[config.mk]
export PLATFORM = sky130hd
export DESIGN_NAME = fetch_unit
export DESIGN_NICKNAME = d
export VERILOG_FILES = /design/src/rtl/fetch_unit.sv
export SDC_FILE = /design/constraint.sdc
export NUM_CORES = 1
export LEC_CHECK = 0
export ABC_AREA = 1
export CORE_MARGIN = 2
export CORE_UTILIZATION = 34
export CTS_BUF_LIST = sky130_fd_sc_hd__clkbuf_4
export DETAILED_ROUTE_END_ITERATION = 12
export MAX_ROUTING_LAYER = met4
export SYNTH_ARGS = -nofsm -noshare
export SYNTH_HDL_FRONTEND = slang
export SYNTH_SLANG_ARGS = --single-unit
[constraint.sdc]
create_clock -name clk -period 3.7 [get_ports clk]
set_clock_uncertainty 0.1 [all_clocks]
set_input_delay 0.37 -clock clk [delete_from_list [all_inputs] [get_ports clk]]
set_output_delay 0.37 -clock clk [all_outputs]
set_load 0.005 [all_outputs]
[src/rtl/fetch_unit.sv]
// Instruction fetch: owns the PC, issues word reads and buffers returned instructions for decode.
// Latency: a response is visible to decode the cycle after it arrives. Optional FETCH_STATS_EN adds counters.
// Backpressure: requests stop once outstanding plus buffered entries reach FIFO_DEPTH.

module fifo #(
  parameter int W     = 8,
  parameter int DEPTH = 2
) (
  input  logic                       clk,
  input  logic                       rst_n,
  input  logic                       flush,
  input  logic                       wr_vld,
  input  logic [W-1:0]               wr_dat,
  input  logic                       rd_rdy,
  output logic [W-1:0]               rd_dat,
  output logic [$clog2(DEPTH+1)-1:0] count
);
  localparam int AW = (DEPTH > 1) ? $clog2(DEPTH) : 1;
  localparam int CW = $clog2(DEPTH + 1);

  logic [W-1:0]  mem [DEPTH];
  logic [AW-1:0] wr_ptr, rd_ptr;

  // Caller guarantees no write when full and no read when empty.
  always_ff @(posedge clk or negedge rst_n) begin
    if (!rst_n) begin
      wr_ptr <= '0;
      rd_ptr <= '0;
      count  <= '0;
      for (int i = 0; i < DEPTH; i++) mem[i] <= '0;
    end else if (flush) begin
      wr_ptr <= '0;
      rd_ptr <= '0;
      count  <= '0;
    end else begin
      if (wr_vld) begin
        mem[wr_ptr] <= wr_dat;
        wr_ptr      <= wr_ptr + AW'(1);
      end
      if (rd_rdy) rd_ptr <= rd_ptr + AW'(1);
      count <= count + CW'(wr_vld) - CW'(rd_rdy);
    end
  end

  assign rd_dat = mem[rd_ptr];
endmodule

module fetch_unit #(
  parameter int                    ADDR_WIDTH = 32,
  parameter int                    DATA_WIDTH = 32,
  parameter logic [ADDR_WIDTH-1:0] RESET_PC   = 32'h0000_0000,
  parameter int                    FIFO_DEPTH = 2
) (
  input  logic                  clk,
  input  logic                  rst_n,
  output logic                  imem_req_valid,
  input  logic                  imem_req_ready,
  output logic [ADDR_WIDTH-1:0] imem_req_addr,
  input  logic                  imem_rsp_valid,
  input  logic [DATA_WIDTH-1:0] imem_rsp_data,
  input  logic                  PCSrc,
  input  logic [ADDR_WIDTH-1:0] pc_target,
  output logic                  instr_valid,
  input  logic                  instr_ready,
  output logic [DATA_WIDTH-1:0] instr,
  output logic [ADDR_WIDTH-1:0] instr_pc,
  output logic [6:0]            op,
  output logic [2:0]            funct3,
  output logic                  funct7_5
`ifdef FETCH_STATS_EN
  ,
  output logic [31:0]           stat_fetched,
  output logic [31:0]           stat_dropped
`endif
);
  localparam int CW = $clog2(FIFO_DEPTH + 1);

  typedef enum logic [1:0] {BOOT, RUN, DRAIN} state_t;

  typedef struct packed {
    logic [DATA_WIDTH-1:0] dat;
    logic [ADDR_WIDTH-1:0] pc;
  } entry_t;

  state_t                state, state_n;
  logic [CW-1:0]         outstanding, drop_cnt, drop_n, fifo_count;
  logic [CW:0]           credit_used;
  logic [ADDR_WIDTH-1:0] fetch_pc, rsp_pc, target_aligned;
  logic                  active, redirect, req_fire, rsp_seen, rsp_drop, push, pop;
  entry_t                push_entry, head;

  assign active         = (state != BOOT);
  assign redirect       = PCSrc && active;
  assign target_aligned = pc_target & ~ADDR_WIDTH'(3);
  assign credit_used    = {1'b0, outstanding} + {1'b0, fifo_count};

  assign imem_req_valid = active && !PCSrc && (credit_used < (CW+1)'(FIFO_DEPTH));
  assign imem_req_addr  = fetch_pc;
  assign req_fire       = imem_req_valid && imem_req_ready;

  // A response with nothing outstanding is stray (e.g. issued before a reset) and is ignored.
  assign rsp_seen = imem_rsp_valid && (outstanding != '0);
  assign rsp_drop = rsp_seen && (drop_cnt != '0);
  assign push     = rsp_seen && (drop_cnt == '0) && !redirect;
  assign pop      = instr_valid && instr_ready && !redirect;

  assign push_entry.dat = imem_rsp_data;
  assign push_entry.pc  = rsp_pc;

  fifo #(.W($bits(entry_t)), .DEPTH(FIFO_DEPTH)) u_buf (
    .clk    (clk),
    .rst_n  (rst_n),
    .flush  (redirect),
    .wr_vld (push),
    .wr_dat (push_entry),
    .rd_rdy (pop),
    .rd_dat (head),
    .count  (fifo_count)
  );

  assign instr_valid = (fifo_count != '0);
  assign instr       = instr_valid ? head.dat : '0;
  assign instr_pc    = instr_valid ? head.pc : '0;
  assign op          = instr[6:0];
  assign funct3      = instr[14:12];
  assign funct7_5    = instr[30];

  always_comb begin
    state_n = state;
    drop_n  = drop_cnt;
    // Everything still in flight at a redirect is stale, except a response landing this very cycle.
    if (redirect)      drop_n = outstanding - CW'(rsp_seen);
    else if (rsp_drop) drop_n = drop_cnt - CW'(1);
    case (state)
      BOOT:       state_n = RUN;
      RUN, DRAIN: state_n = (drop_n != '0) ? DRAIN : RUN;
      default:    state_n = BOOT;
    endcase
  end

  always_ff @(posedge clk or negedge rst_n) begin
    if (!rst_n) begin
      state       <= BOOT;
      drop_cnt    <= '0;
      outstanding <= '0;
      fetch_pc    <= RESET_PC;
      rsp_pc      <= RESET_PC;
    end else begin
      state       <= state_n;
      drop_cnt    <= drop_n;
      outstanding <= outstanding + CW'(req_fire) - CW'(rsp_seen);
      if (redirect) begin
        fetch_pc <= target_aligned;
        rsp_pc   <= target_aligned;
      end else begin
        if (req_fire) fetch_pc <= fetch_pc + ADDR_WIDTH'(4);
        if (push)     rsp_pc   <= rsp_pc + ADDR_WIDTH'(4);
      end
    end
  end

`ifdef FETCH_STATS_EN
  logic [31:0] drop_inc;
  logic [32:0] drop_sum;

  // Dropped covers discarded responses plus buffered entries thrown away by a flush.
  assign drop_inc = 32'(rsp_seen && !push) + (redirect ? 32'(fifo_count) : 32'd0);
  assign drop_sum = {1'b0, stat_dropped} + {1'b0, drop_inc};

  always_ff @(posedge clk or negedge rst_n) begin
    if (!rst_n) begin
      stat_fetched <= '0;
      stat_dropped <= '0;
    end else begin
      if (push && (stat_fetched != '1)) stat_fetched <= stat_fetched + 32'd1;
      stat_dropped <= drop_sum[32] ? '1 : drop_sum[31:0];
    end
  end
`else
  // Statistics counters are not built in this configuration.
`endif
endmodule

==> impl_metrics.env <==
export IMPL_overflow=0
export IMPL_min_to="u_buf.mem[103]$_DFFE_PN0P_"
export IMPL_vdd_ir_drop_max_mv=0.363
export IMPL_ctsResizeCount=0
export IMPL_finalSetupViolCount=0
export IMPL_grt_max_degree=126
export IMPL_viasPerCell=4.84
export IMPL_cts_root_buf="clkbuf_4"
export IMPL_nets=1650
export IMPL_power_density_nw_per_um2=741
export IMPL_grt_pass1_vias=9096
export IMPL_layout_min_cycle_time_ps=3120
export IMPL_area_sequential_um2=4860
export IMPL_grt_usage_pct=18.2
export IMPL_drt_pass1_iterations=5
export IMPL_grt_pass1_wl_um=47100
export IMPL_max_stage_delay_ps=560
export IMPL_fill_cells=3184
export IMPL_port_buffers=172
export IMPL_clock_latency_ps=580
export IMPL_hpwl_um=19800
export IMPL_reg2reg_depth=10
export IMPL_hold_depth=3
export IMPL_cts_buffers=17
export IMPL_wl_um=28700
export IMPL_critPathArrivalTime_ps=2650
export IMPL_dp_cells=1946
export IMPL_synth_seq_area_share_pct=45.9
export IMPL_path_class="reg -> out"
export IMPL_hold_start="imem_rsp_data[7]"
export IMPL_syn_to_final_growth_pct=20.0
export IMPL_num_rows=64
export IMPL_pin_count=179
export IMPL_die_w_um=180
export IMPL_syn_area_um2=10600
export IMPL_final_common_cell="nand2_1"
export IMPL_worstSetupEndpointType="output pin"
export IMPL_layout_common_cells="nand2_1 (442), dfrtp_1 (193), clkdlybuf4s50_1 (171), nor2_1 (158), inv_1 (137)"
export IMPL_crit_fanout=26
export IMPL_ff2ff_setup_slack_ps=950
export IMPL_r2r_end="imem_req_addr[18]$_DFFE_PN0P_"
export IMPL_synth_top_flop_cell="dfrtp_1"
export IMPL_ys_ff_latch=194
export IMPL_wl_per_cell_um=14.5
export IMPL_clkSlewWorstSetupHoldPaths_ps=160
export IMPL_place_congestion=0.941
export IMPL_ys_warn_count=0
export IMPL_status="complete, no violations"
export IMPL_critPathRequiredTime_ps=3230
export IMPL_fin_ws_ps=579
export IMPL_postSynthAreaPerCell_um2=7.35
export IMPL_drc=0
export IMPL_cp_cell_sequence="inv_2, buf_4, nand2_1, a21oi_1, clkdlybuf4s50_1"
export IMPL_postCtsHoldBufs=1
export IMPL_postCtsSetupRepairBufs=0
export IMPL_rsz0062_at_grt="false"
export IMPL_cts_buffer_depth=2
export IMPL_crit_path_start_kind="flip-flop"
export IMPL_relSlewSlack_pct=42.8
export IMPL_drtAntennaViolNets=0
export IMPL_multi_input_area_um2=4680
export IMPL_hold_path_class="in -> reg"
export IMPL_finalNonFillerCells=1980
export IMPL_critical_path_slowest_cell="clkdlybuf4s50_1"
export IMPL_finalCritPeriodShare_pct=84.3
export IMPL_p_leak_nw=5.84
export IMPL_drt_iter0_drc=638
export IMPL_die_area_um2=32500
export IMPL_placeableCoreArea_um2=30600
export IMPL_fin_hold_ws_ps=260
export IMPL_hold_viol_final=0
export IMPL_dp_slack_ps=977
export IMPL_initial_core_util_pct=34.5
export IMPL_die_h_um=180
export IMPL_reg2reg_from="outstanding[0]$_DFF_PN0_"
export IMPL_synth_edff_count=0
export IMPL_max_slew_worst_pin_slew_ps=857
export IMPL_antenna_found_initial=1
export IMPL_slew_violations=0
export IMPL_clock_sinks=194
export IMPL_tritoncts="yes"
export IMPL_vias=9575
export IMPL_h_tree_depth=4
export IMPL_synthArstFlopShare_pct=100
export IMPL_fin_setup_tns_ps=0
export IMPL_final_layout_size_suffix_gt1_share_pct=6.06
export IMPL_maxCapViolCount=0
export IMPL_timing_fmax_mhz=320
export IMPL_synth_distinct_cells=40
export IMPL_syn_inst=1438
-- layer usage --
metal	vias up	routed length, um	GRT usage (%)	part of all wire [%]
li1	4819	-	-	-
met1	4408	13800	25.3	48
met2	325	12900	28.0	45
met3	23	1650	2.85	5.7
met4	0	353	4.26	1.2
met5	-	0	-	0
-- worst max-delay path, delay by kind of cell (launching register included) --
kind,cells,cell delay (ps)
flops,1,440
simple gates,1,90
buf+inv,3,1310
compound gates,1,250
-- cell usage after synthesis, types with 2 or more instances --
| library cell | n | area [um^2] |
|---|---|---|
| a21oi_1 | 100 | 500 |
| a22oi_1 | 4 | 30.0 |
| a31oi_1 | 10 | 62.6 |
| and2_1 | 3 | 18.8 |
| buf_2 | 23 | 115 |
| buf_4 | 16 | 120 |
| buf_6 | 11 | 124 |
| buf_8 | 2 | 30.0 |
| clkbuf_1 | 25 | 93.8 |
| dfrtp_1 | 194 | 4850 |
| ha_1 | 9 | 113 |
| inv_1 | 137 | 514 |
| inv_2 | 4 | 15.0 |
| inv_8 | 2 | 22.5 |
| nand2_1 | 442 | 1660 |
| nand2_2 | 12 | 75.1 |
| nand2_8 | 4 | 80.1 |
| nand3_1 | 91 | 455 |
| nand4_1 | 7 | 43.8 |
| nor2_1 | 159 | 597 |
| nor2_2 | 5 | 31.3 |
| nor2_4 | 2 | 22.5 |
| nor3_1 | 5 | 25.0 |
| o211ai_1 | 2 | 15.0 |
| o21ai_0 | 38 | 190 |
| o21ai_1 | 100 | 500 |
| o21ai_2 | 14 | 123 |
| o31ai_1 | 2 | 15.0 |
| xnor2_1 | 3 | 26.3 |
| xor2_1 | 2 | 17.5 |
-- stage by stage --
| stage | total power, W | utilization [%] | area (um^2) |
|---|---|---|---|
| 5_1_grt | 0.0103 | 41.5 | 12700 |
| 4_1_cts | 0.00950 | 41.4 | 12700 |
| 2_1_floorplan | 0.00661 | - | 10600 |
| 3_5_place_dp | 0.00843 | 40.6 | 12400 |
| 6_report | 0.00940 | 41.5 | 12700 |
| 3_3_place_gp | 0.00833 | 40.6 | 12400 |
-- worst max path at each step --
stage	from	endpoint	slack (ps)	cells after the start
3_5_place_dp	outstanding[0]$_DFF_PN0_	imem_req_addr[23]$_DFFE_PN0P_	980	10
4_1_cts	u_buf.rd_ptr$_DFFE_PN0P_	instr[1]	460	5
5_1_grt	u_buf.rd_ptr$_DFFE_PN0P_	instr[1]	290	5
6_report	u_buf.rd_ptr$_DFFE_PN0P_	instr[1]	580	5
3_3_place_gp	outstanding[0]$_DFF_PN0_	imem_req_addr[23]$_DFFE_PN0P_	990	10
2_1_floorplan	state[0]$_DFF_PN0_	u_buf.count[1]$_DFF_PN0_	1570	12
-- cell families (layout without fill, tap and decap cells) --
logic type | Yosys count | after routing | synth area share [%]
AO/OA/AOI/OAI | 272 | 272 | 13.7
XOR/XNOR | 5 | 5 | 0.414
adder cells (fa/ha/maj) | 10 | 10 | 1.26
buffers and inverters | 223 | 365 | 9.92
flip-flops | 194 | 194 | 45.9
other | 1 | 5 | 0.0355
AND/OR/NAND/NOR | 733 | 733 | 28.7
-- registers in the layout (all words and copies together), names as in the netlist --
name and cells:
rsp_pc 30, drop_cnt 2, state 2, outstanding 2, u_buf.count 2, u_buf.mem 124, u_buf.rd_ptr 1, imem_req_addr 30
u_buf.wr_ptr 1
-- report_power, final --
| part | internal, W | total (W) | switching, W |
|---|---|---|---|
| combinational | 0.00193 | 0.00452 | 0.00259 |
| sequential | 0.00305 | 0.00385 | 0.000799 |
| clock | 0.000291 | 0.00104 | 0.000744 |
| total | 0.00527 | 0.00940 | 0.00413 |
-- cell type report --
class                      instances  area share, %
sequential                       194           38.3
antenna                            1         0.0197
inverter                         145           4.43
timing repair buffer             188           14.6
tap                              396           3.91
multi-input combinational       1024           36.9
clock inverter                    12          0.661
clock buffer                      20           1.18
Power figures use the tool's default switching activity.
